==> config.mk <==
export PLATFORM = sky130hd
export DESIGN_NAME = stopwatch_ctrl_flat
export DESIGN_NICKNAME = d
export VERILOG_FILES = /design/src/rtl/stopwatch_ctrl_if.sv /design/src/rtl/stopwatch_ctrl.sv /design/src/flat_wrapper.sv
export SDC_FILE = /design/constraint.sdc
export NUM_CORES = 1
export LEC_CHECK = 0
export ABC_AREA = 1
export ABC_CLOCK_PERIOD_IN_PS = 2620
export CAP_MARGIN = 0
export CORE_ASPECT_RATIO = 0.75
export CORE_UTILIZATION = 64
export DETAILED_ROUTE_END_ITERATION = 7
export HOLD_SLACK_MARGIN = 0.12
export PLACE_DENSITY = 0.78
export SYNTH_ARGS = -nofsm -noshare
export SYNTH_HDL_FRONTEND = slang
export SYNTH_SLANG_ARGS = --single-unit
==> constraint.sdc <==
create_clock -name clk -period 2.62 [get_ports clk]
set_input_delay 0.262 -clock clk [delete_from_list [all_inputs] [get_ports clk]]
set_output_delay 0.262 -clock clk [all_outputs]
set_load 0.05 [all_outputs]
==> src/rtl/stopwatch_ctrl_if.sv <==
// stopwatch_ctrl_if
// Groups the stopwatch front-end signals: two raw pushbuttons in, and the
// count tick, clear pulse and run indicator out.
//   btn_ss  : raw Start/Stop button, active-high, asynchronous, may bounce
//   btn_clr : raw Clear button, active-high, asynchronous, may bounce
//   enable  : one-cycle count tick to the stopwatch counter
//   clear   : one-cycle pulse to the stopwatch synchronous reset
//   running : high while the controller is in RUN
// master drives the buttons (board / bench side); slave is the controller.
interface stopwatch_ctrl_if;
  logic btn_ss;
  logic btn_clr;
  logic enable;
  logic clear;
  logic running;

  modport master (
    output btn_ss,
    output btn_clr,
    input  enable,
    input  clear,
    input  running
  );

  modport slave (
    input  btn_ss,
    input  btn_clr,
    output enable,
    output clear,
    output running
  );
endinterface

==> src/rtl/stopwatch_ctrl.sv <==
// stopwatch_ctrl
// Front-end controller for the stopwatch counter. Synchronizes and debounces
// the Start/Stop and Clear pushbuttons, runs an IDLE/RUN/PAUSE state machine
// and emits count ticks every DIV clocks while running.
//   Parameters:
//     DIV       : system clocks per counter tick (>= 1)
//     DB_CYCLES : consecutive stable clocks needed to accept a button change (>= 1)
//   Ports:
//     clk   : system clock, rising edge
//     rst_n : asynchronous active-low reset
//     bus   : stopwatch_ctrl_if.slave (btn_ss, btn_clr in; enable, clear, running out)
module stopwatch_ctrl #(
  parameter int DIV       = 100000,
  parameter int DB_CYCLES = 200000
) (
  input  logic              clk,
  input  logic              rst_n,
  stopwatch_ctrl_if.slave   bus
);

  localparam int DB_W  = $clog2(DB_CYCLES + 1);
  localparam int PRE_W = (DIV > 1) ? $clog2(DIV) : 1;

  localparam logic [DB_W-1:0]  DB_MAX  = DB_W'(DB_CYCLES - 1);
  localparam logic [PRE_W-1:0] PRE_MAX = PRE_W'(DIV - 1);

  localparam logic [1:0] IDLE  = 2'd0;
  localparam logic [1:0] RUN   = 2'd1;
  localparam logic [1:0] PAUSE = 2'd2;

  // Bit 0 carries Start/Stop, bit 1 carries Clear throughout the button path.
  logic [1:0]      raw;
  logic [1:0]      s1;
  logic [1:0]      s2;
  logic [1:0]      stable;
  logic [1:0]      stable_prev;
  logic [DB_W-1:0] db_cnt [2];
  logic [1:0]      press;

  logic [1:0]       state;
  logic [1:0]       state_nxt;
  logic             clear_nxt;
  logic [PRE_W-1:0] pre_cnt;
  logic             run_hold;

  assign raw = {bus.btn_clr, bus.btn_ss};

  // Two-flop synchronizer, then a per-button debouncer: the accepted level
  // only follows s2 after DB_CYCLES consecutive disagreeing samples, and any
  // agreeing sample restarts the count.
  always_ff @(posedge clk or negedge rst_n) begin
    if (!rst_n) begin
      s1          <= '0;
      s2          <= '0;
      stable      <= '0;
      stable_prev <= '0;
      db_cnt[0]   <= '0;
      db_cnt[1]   <= '0;
    end else begin
      s1          <= raw;
      s2          <= s1;
      stable_prev <= stable;
      for (int i = 0; i < 2; i++) begin
        if (s2[i] == stable[i]) begin
          db_cnt[i] <= '0;
        end else if (db_cnt[i] == DB_MAX) begin
          stable[i] <= s2[i];
          db_cnt[i] <= '0;
        end else begin
          db_cnt[i] <= db_cnt[i] + DB_W'(1);
        end
      end
    end
  end

  // Rising edge of the debounced level: a held button gives a single press.
  assign press = stable & ~stable_prev;

  // Clear only acts while stopped and wins over Start/Stop there; in RUN a
  // simultaneous Clear is ignored and Start/Stop pauses.
  always_comb begin
    state_nxt = state;
    clear_nxt = 1'b0;
    case (state)
      IDLE: begin
        if (press[1]) begin
          clear_nxt = 1'b1;
        end else if (press[0]) begin
          state_nxt = RUN;
        end
      end
      RUN: begin
        if (press[0]) begin
          state_nxt = PAUSE;
        end
      end
      PAUSE: begin
        if (press[1]) begin
          state_nxt = IDLE;
          clear_nxt = 1'b1;
        end else if (press[0]) begin
          state_nxt = RUN;
        end
      end
      default: begin
        state_nxt = IDLE;
      end
    endcase
  end

  always_ff @(posedge clk or negedge rst_n) begin
    if (!rst_n) begin
      state       <= IDLE;
      bus.running <= 1'b0;
      bus.clear   <= 1'b0;
    end else begin
      state       <= state_nxt;
      bus.running <= (state_nxt == RUN);
      bus.clear   <= clear_nxt;
    end
  end

  // Counting only proceeds when RUN was already held and is kept this edge,
  // so entry zeroes the prescaler and leaving RUN kills any pending tick.
  assign run_hold = (state == RUN) && (state_nxt == RUN);

  always_ff @(posedge clk or negedge rst_n) begin
    if (!rst_n) begin
      pre_cnt    <= '0;
      bus.enable <= 1'b0;
    end else if (run_hold) begin
      if (pre_cnt == PRE_MAX) begin
        pre_cnt    <= '0;
        bus.enable <= 1'b1;
      end else begin
        pre_cnt    <= pre_cnt + PRE_W'(1);
        bus.enable <= 1'b0;
      end
    end else begin
      pre_cnt    <= '0;
      bus.enable <= 1'b0;
    end
  end

endmodule
==> src/flat_wrapper.sv <==
// flat-port wrapper written by rule: the top's interface ports become plain ports
module stopwatch_ctrl_flat 
#(
  parameter int DIV       = 100000,
  parameter int DB_CYCLES = 200000
)
  (clk, rst_n, bus_btn_ss, bus_btn_clr, bus_enable, bus_clear, bus_running);
  stopwatch_ctrl_if bus_i ();
  input  logic clk;
  input  logic rst_n;
  input wire logic [$bits(bus_i.btn_ss)-1:0] bus_btn_ss;
  input wire logic [$bits(bus_i.btn_clr)-1:0] bus_btn_clr;
  output wire logic [$bits(bus_i.enable)-1:0] bus_enable;
  output wire logic [$bits(bus_i.clear)-1:0] bus_clear;
  output wire logic [$bits(bus_i.running)-1:0] bus_running;
  assign bus_i.btn_ss = bus_btn_ss;
  assign bus_i.btn_clr = bus_btn_clr;
  assign bus_enable = bus_i.enable;
  assign bus_clear = bus_i.clear;
  assign bus_running = bus_i.running;
  stopwatch_ctrl #(.DIV(DIV), .DB_CYCLES(DB_CYCLES)) u_core (.clk(clk), .rst_n(rst_n), .bus(bus_i));
endmodule
---- Word level (Yosys, flattened, before mapping) ----
Cells that the tools add are included.
word-level totals
  latch bits .............................. 0
  output and inout bits ................... 3
  bits in writable memories ............... 0
  bits in registers ....................... 66
  memory bits (read-only) ................. 0
  logic and storage cells ................. 47
  input port bits ......................... 4
  memories ................................ 0
operators by class
  add/sub/neg operators ................... 3
  magnitude comparators ................... 0
  multiply operators ...................... 0
  div/mod/pow operators ................... 0
  shifts and indexed selects .............. 0
  reduce and logical (&&, ||, !) cells .... 5
  bitwise logic cells ..................... 4
  muxes and demuxes ....................... 15
  equal/unequal tests ..................... 8
operators with widths
  operator                                        number
  two-way mux 18 bit                              4
  adder 18 x 1 -> 18 bit (second input constant)  2
  == test 18 bit (second input constant)          2
  two-way mux 17 bit                              2
  adder 17 x 1 -> 17 bit (second input constant)  1
  == test 17 bit (second input constant)          1
  two-way mux 2 bit                               4
  one-hot mux 2 bit (3 select lines)              1
  == test 2 x 1 -> 1 bit (second input constant)  2
  two-way mux 1 bit                               4
  AND reduction 2 bit                             2
  AND 2 bit                                       1
  == test 1 bit                                   2
  == test 2 bit (second input constant)           1
  zero test 2 bit                                 1
  inverter 1 bit                                  2
  inverter 2 bit                                  1
  OR reduction 2 bit                              1
  logical AND 1 bit                               1

---- Logic depth before layout (Yosys ltp) ----
Gate-level depths: netlist (run 1).
  depth in word-level cells ............... 8
  mapped depth ............................ 10
  gate-level depth less buffers ........... 10

---- Worst setup path before layout (run 1) ----
Ideal clock, no wire load.
  path type ............................... reg-to-reg
  from .................................... reg u_core.pre_cnt[0]
  to ...................................... reg u_core.pre_cnt[10]
  period minus slack after synthesis ...... 1365 ps
  data required time ...................... 2499 ps
  setup time .............................. 121 ps
  buffers on the path ..................... 0
  arrival time ............................ 1244 ps
  setup slack ............................. 1255 ps
  cell stages (with the launch flop) ...... 9
  cells stage by stage .................... dfrtp_1 > ha_1 > nand2_1 > nor2_4 > nand2_4 > nor2_4 > or2_2 > inv_1 > nor2_1
on the way
  word-level cells in the longest chain between the ends .. 3
  elaborated cells on any way between the ends .. 4
  those cells by class .................... 1 x add/sub; 1 x eq/ne; 2 x mux
RTL lines
  what                                                             line                                          RTL
  start, declared                                                  stopwatch_ctrl.sv:43                          logic [PRE_W-1:0] pre_cnt;
  start signal, assigned                                           stopwatch_ctrl.sv:136                         pre_cnt <= pre_cnt + PRE_W'(1);
  adder 17 x 1 -> 17 bit / == test 17 bit (equally long branches)  stopwatch_ctrl.sv:136, stopwatch_ctrl.sv:132
  two-way mux 17 bit (*)                                           stopwatch_ctrl.sv:132                         if (pre_cnt == PRE_MAX) begin
  two-way mux 17 bit (*)                                           stopwatch_ctrl.sv:131                         end else if (run_hold) begin
Mark *: on every way between the ends. The rest lies on a longest branch, timed or not.
A chain may end at the register's enable or synchronous reset.

---- Worst setup path after layout (run 1) ----
  from .................................... reg u_core.bus.enable
  to ...................................... out bus_enable
RTL lines
  what                    line                     RTL
  start, declared         stopwatch_ctrl_if.sv:28  output enable,
  start signal, assigned  stopwatch_ctrl.sv:130    bus.enable <= 1'b0;
  start signal, assigned  stopwatch_ctrl.sv:134    bus.enable <= 1'b1;
  start signal, assigned  stopwatch_ctrl.sv:137    bus.enable <= 1'b0;
  end, declared           flat_wrapper.sv:13       output wire logic [$bits(bus_i.enable)-1:0] bus_enable;
No word-level cell between the ends.

==> run_results.csv, run 1 <==
group,metric,value,unit
min_path,hold_class,"input pin to flip-flop",
run_status,run_status,"complete, no violations",
clock_tree,cts_setup_buffers,0,
yosys,avgSynthCellArea,8.38,um^2
route,vias,2530,
clock_tree,cts.sink_count,66,
yosys,ys_types,30,
grt,grt_use_total,0.256,
critical_path,reg2reg_setup_slack,1.10,ns
critical_path,cp_slowest_stage_delay,0.79,ns
timing,rsz0062_at_grt,"false",
final_layout,finish.utilization,0.742,
timing,skew,0.00959,ns
yosys,syn_nets,405,
timing,tightest_slew,0.796,ns
floorplan,ios,7,
critical_path,worst_path_max_delay_cell,"clkdlybuf4s50_1",
grt,grt_pass1_vias,2411,
critical_path,path_delay_family,"buffers and inverters",
yosys,synthTopCellsByArea,"dfrtp_1, nor2_1, nand2_1",
yosys,synthCells,398,
timing,post-route-period-util,0.655,
route,antenna_left,0,
final_layout,nets,424,
critical_path,crit_buf_inv,1,
critical_path,path_cells,"clkdlybuf4s50_1",
run,maxCapViolCount,0,
clock_tree,path_clk_slew,0.07,ns
critical_path,worst-path-max-fanout,1,
grt,grt_pass1_wl,10.8,mm
yosys,yosys.area.top_type_share,0.495,
power,leakage,1.57,nW
route,drt_iter0_drc,155,
critical_path,worstSetupStartpointType,"flip-flop",
timing,timing.slew.headroom,0.469,
yosys,synth_area_leader_cell,"dfrtp_1",
placement,gp_congestion,0.878,
critical_path,r2r_cells,6,
final_layout,drive_gt1_frac,0.126,
floorplan,chipWidth,85.4,um
clock_tree,tritoncts,"built",
route,vias_per_cell,5.25,
grt,grt_overflow_total,0,
timing,setup_viol_count_final,0,
route,drc,0,
floorplan,start_util,0.673,
route,drt-pass1-iter-count,5,
timing,fmax,583,MHz
final_layout,area_delta_synth_final,10.2,%
min_path,holdPathStages,1,
floorplan,rows,22,
floorplan,die_h,64.5,um
timing,finalHoldViolCount,0,
power,p_per_area,520,nW/um^2
critical_path,crit_type,"flip-flop to primary output",
timing,fin_setup_tns,0,ns
clock_tree,cts-root-buf,"clkbuf_8",
power,peakVddDrop,357,uV
final_layout,diodes,0,
critical_path,end_kind,"primary output",
yosys,ys_seq_elements,66,
critical_path,cp.depth,1,
grt,antenna_found_initial,0,
clock_tree,numCtsBuffers,9,
placement,dp_hpwl,4.50,mm
clock_tree,htreeDepth,3,
critical_path,critPathRequiredTime,2.36,ns
clock_tree,cts_hold_buf,1,
route,wire_per_inst,13.0,um
yosys,yosysSeqAreaShare,0.495,
clock_tree,cts_resized,0,
grt,grt_max_degree,67,
floorplan,core,4950,um^2
clock_tree,worstSkewPairLatency,0.34,ns
floorplan,die_area,5510,um^2
critical_path,arrival,1.45,ns
yosys,yosysWarnings,0,
clock_tree,clock_path_buffers,2,
timing,min_period,1.72,ns
timing,slew_violations,0,
yosys,syn_area,3340,um^2
route,wl,6.24,mm
placement,io_buffers,6,
-- synth_stat cells (all sizes together) --
| cell | number |
|---|---|
| nand4 | 10 |
| o211ai | 1 |
| ha | 3 |
| nor3b | 4 |
| nand3b | 1 |
| nor2 | 104 |
| o21ai | 3 |
| nand2 | 84 |
| nand3 | 30 |
| inv | 42 |
| xor2 | 17 |
| o21bai | 3 |
| nor3 | 10 |
| or2 | 4 |
| dfrtp | 66 |
| a21oi | 11 |
| xnor2 | 5 |
-- cells in the final DEF, fill, tap and decap left out, types with 2 or more instances in the layout --
master / count
clkdlybuf4s50_1: 5
inv_1: 39
clkinv_2: 3
o21bai_1: 3
or2_2: 3
xnor2_1: 5
o21ai_0: 2
nand3_2: 4
xor2_1: 17
nand2_1: 76
clkinv_4: 2
nand2_2: 5
nand2_4: 2
nor2_4: 6
a21oi_1: 11
clkbuf_8: 9
nor3_1: 6
dfrtp_1: 66
nor3_2: 3
nor3b_1: 3
ha_1: 3
nand4_1: 10
nand3_1: 25
nor2_2: 5
nor2_1: 93
inv_2: 3
-- worst paths after layout --
check,from,end
worst max register to register,u_core.db_cnt[0]$_DFF_PN0_,u_core.db_cnt[8]$_DFF_PN0_
min in group asynchronous,rst_n,u_core.db_cnt[12]$_DFF_PN0_
worst min register to register,u_core.s1[0]$_DFF_PN0_,u_core.s2[0]$_DFF_PN0_
worst min-delay path,bus_btn_clr,u_core.s1[1]$_DFF_PN0_
max in group asynchronous,rst_n,u_core.db_cnt[28]$_DFF_PN0_
worst max-delay path,u_core.bus.enable$_DFF_PN0_,bus_enable
-- cell families (layout without fill, tap and decap cells) --
family,after synthesis,in the layout,share of synthesized area
AO/OA/AOI/OAI,18,18,0.0300
XOR/XNOR,22,22,0.0578
adder cells (fa/ha/maj),3,3,0.0113
buffers and inverters,42,66,0.0473
flip-flops,66,66,0.495
AND/OR/NAND/NOR,247,247,0.359
-- per-stage QoR --
step           worst slack, ns  instance area, um^2  hold slack, ns  total power (W)  std cells
2_1_floorplan             1.26                 3340         -0.0336          0.00107        398
3_3_place_gp              1.18                 3470           0.334          0.00110        465
3_5_place_dp              1.13                 3470           0.338          0.00111        465
4_1_cts                  0.886                 3680           0.343          0.00193        482
5_1_grt                  0.852                 3680           0.354          0.00198        482
6_report                 0.903                 3680           0.354          0.00191        482
-- layout make-up --
| type | instances | area [um^2] |
|---|---|---|
| Sequential cell | 66 | 1650 |
| Tap cell | 60 | 75.1 |
| Multi-Input combinational cell | 290 | 1530 |
| Fill cell | 383 | 1280 |
| Timing Repair Buffer | 8 | 72.6 |
| Clock inverter | 7 | 70.1 |
| Inverter | 42 | 158 |
| Clock buffer | 9 | 124 |
-- power breakdown --
part	total, W	internal, W	switching, W	leakage, nW
combinational	0.0000489	0.0000125	0.0000365	0.558
sequential	0.00104	0.00103	0.00000785	0.908
clock	0.000827	0.000437	0.000390	0.0990
total	0.00191	0.00148	0.000434	1.57
-- registers in the layout, summed over array words and instances, names as in the netlist --
name	cells
u_core.stable	2
u_core.pre_cnt	17
u_core.state	2
u_core.bus.running	1
u_core.db_cnt	36
u_core.s2	2
u_core.stable_prev	2
u_core.bus.clear	1
u_core.s1	2
u_core.bus.enable	1
-- metal layers --
metal	vias up	wire, um	GRT usage
met5	-	0	0
met4	0	29	0.0563
met3	5	398	0.0930
met2	73	2670	0.370
met1	1166	3140	0.373
li1	1286	-	-
Note: power is estimated with default switching activity, not from simulation.
==> run 2: changes to the inputs <==
--- a/config.mk
+++ b/config.mk
@@ -6,13 +6,13 @@
 export NUM_CORES = 1
 export LEC_CHECK = 0
 export ABC_AREA = 1
-export ABC_CLOCK_PERIOD_IN_PS = 2620
+export ABC_CLOCK_PERIOD_IN_PS = 1700
 export CAP_MARGIN = 0
 export CORE_ASPECT_RATIO = 0.75
-export CORE_UTILIZATION = 64
+export CORE_UTILIZATION = 62
 export DETAILED_ROUTE_END_ITERATION = 7
 export HOLD_SLACK_MARGIN = 0.12
-export PLACE_DENSITY = 0.78
+export PLACE_DENSITY = 0.76
 export SYNTH_ARGS = -nofsm -noshare
 export SYNTH_HDL_FRONTEND = slang
 export SYNTH_SLANG_ARGS = --single-unit
==> constraint.sdc (replaced) <==
create_clock -name clk -period 1.7 [get_ports clk]
set_input_delay 0.17 -clock clk [delete_from_list [all_inputs] [get_ports clk]]
set_output_delay 0.17 -clock clk [all_outputs]
set_load 0.05 [all_outputs]
==> run_results.csv, run 2 (synthesis results as in run 1) <==
group,metric,value,unit
route,vias,2564,
timing,timing.final.ws_setup,0.0564,ns
power,p_sw,0.000682,W
placement,gp_congestion,0.853,
min_path,hold_class,"input pin to flip-flop",
final_layout,area_delta_synth_final,13.0,%
final_layout,nFillCells,358,
route,wire_per_inst,12.9,um
timing,timing.slew.headroom,0.668,
clock_tree,tritoncts,"built",
final_layout,nets,425,
timing,fmax,608,MHz
final_layout,layout.cells.most_common,"nor2_1",
min_path,min_from,"bus_btn_ss",
final_layout,top_regs,"u_core.db_cnt (36), u_core.pre_cnt (17)",
critical_path,crit_type,"flip-flop to primary output",
timing,setup_viol_count_final,0,
power,leakage,1.59,nW
min_path,holdPathEnd,"u_core.s1[0]$_DFF_PN0_",
timing,min_period,1.64,ns
power,combPwrFrac,0.025,
clock_tree,cts.sink_count,66,
min_path,holdPathStages,1,
clock_tree,path_clk_slew,0.07,ns
route,antenna_left,0,
critical_path,arrival,1.47,ns
critical_path,end_kind,"primary output",
placement,io_buffers,6,
floorplan,die_area,5680,um^2
critical_path,worstSetupStartpointType,"flip-flop",
power,peakVddDrop,685,uV
timing,tightest_slew,0.496,ns
route,drt-pass1-iter-count,5,
floorplan,chipWidth,86.7,um
critical_path,r2r_cells,6,
clock_tree,numCtsBuffers,9,
critical_path,critPathRequiredTime,1.53,ns
run,maxCapViolCount,0,
final_layout,drive_gt1_frac,0.128,
run_status,run_status,"complete, no violations",
timing,holdWs,0.266,ns
grt,grt_pass1_wl,11.4,mm
critical_path,cp_slowest_stage_delay,0.80,ns
clock_tree,htreeDepth,3,
route,wl,6.40,mm
placement,pre_cts_ws,0.202,ns
final_layout,diodes,0,
route,vias_per_cell,5.18,
floorplan,rows,22,
placement,dp_hpwl,4.57,mm
critical_path,reg2reg_setup_slack,0.19,ns
power,p_int,0.00262,W
critical_path,reg2reg_to,"u_core.db_cnt[5]$_DFF_PN0_",
floorplan,core,5040,um^2
route,drc,0,
final_layout,largest_register_ffs,36,
timing,fin_setup_tns,0,ns
power,pwr-share-clk,0.492,
clock_tree,worstSkewPairLatency,0.34,ns
critical_path,worst_path_max_delay_cell,"clkdlybuf4s50_1",
power,p_per_area,877,nW/um^2
route,drt_iter0_drc,164,
timing,rsz0062_at_grt,"false",
floorplan,ios,7,
power,pwr-share-seq,0.483,
critical_path,worst-path-max-fanout,1,
timing,post-route-period-util,0.967,
grt,antenna_found_initial,0,
timing,slew_violations,0,
final_layout,final_cell_mix,"nor2_1, nand2_1, dfrtp_1",
clock_tree,cts-root-buf,"clkbuf_8",
grt,grt_use_total,0.268,
grt,grt_pass1_vias,2470,
final_layout,regMostFlops,"u_core.db_cnt",
clock_tree,clock_path_buffers,2,
critical_path,path_delay_family,"buffers and inverters",
power,swShare,0.206,
critical_path,crit_buf_inv,1,
timing,skew,0.00812,ns
floorplan,die_h,65.5,um
timing,finalHoldViolCount,0,
floorplan,start_util,0.662,
critical_path,r2r-start,"u_core.db_cnt[0]$_DFF_PN0_",
grt,grt_max_degree,67,
grt,grt_overflow_total,0,
critical_path,path_cells,"clkdlybuf4s50_1",
[run 2: cell type report]
cell class | instances | area, um^2 | share of cell area
Clock buffer | 10 | 138 | 0.0365
Clock inverter | 6 | 114 | 0.0302
Inverter | 42 | 158 | 0.0418
Multi-Input combinational cell | 290 | 1530 | 0.405
Sequential cell | 66 | 1650 | 0.438
Tap cell | 72 | 90.1 | 0.0239
Timing Repair Buffer | 9 | 92.6 | 0.0246
[run 2: power groups by stage]
stage	clock (W)	combinational, W	sequential (W)
CTS	0.00166	0.0000845	0.00160
global placement	0	0.0000790	0.00163
detailed placement	0	0.0000823	0.00163
global route	0.00173	0.0000947	0.00160
finish	0.00163	0.0000812	0.00160
floorplan	0	0.0000293	0.00163
[run 2: what timing repair did]
action | 4_1_cts | 5_1_grt
hold buffers | 1 | 0
buffers inserted | 0 | 0
endpoints found under the hold margin | 66 | 0
gates resized for setup | 0 | 0
[run 2: metal layers]
layer,track usage,vias up,share of wire
met1,0.389,1185,0.52
li1,-,1296,-
met4,0.0958,0,0.014
met2,0.392,71,0.42
met3,0.0691,12,0.050
met5,0,-,0
[run 2: stage by stage]
step / std cells / utilization / cell area (um^2) / total power [W]
CTS: 495 / 0.748 / 3770 / 0.00334
detailed placement: 478 / 0.696 / 3510 / 0.00171
global route: 495 / 0.748 / 3770 / 0.00343
floorplan: 398 / - / 3340 / 0.00165
global placement: 478 / 0.696 / 3510 / 0.00171
finish: 495 / 0.748 / 3770 / 0.00331
[run 2: worst max-delay path by stage]
stage	slack, ns	depth (start not counted)	start	endpoint
floorplan	0.34	8	u_core.pre_cnt[0]$_DFF_PN0_	u_core.pre_cnt[10]$_DFF_PN0_
global placement	0.23	6	u_core.db_cnt[0]$_DFF_PN0_	u_core.db_cnt[8]$_DFF_PN0_
detailed placement	0.20	6	u_core.db_cnt[0]$_DFF_PN0_	u_core.db_cnt[5]$_DFF_PN0_
CTS	0.04	1	u_core.bus.clear$_DFF_PN0_	bus_clear
global route	0.01	1	u_core.bus.clear$_DFF_PN0_	bus_clear
finish	0.06	1	u_core.bus.clear$_DFF_PN0_	bus_clear
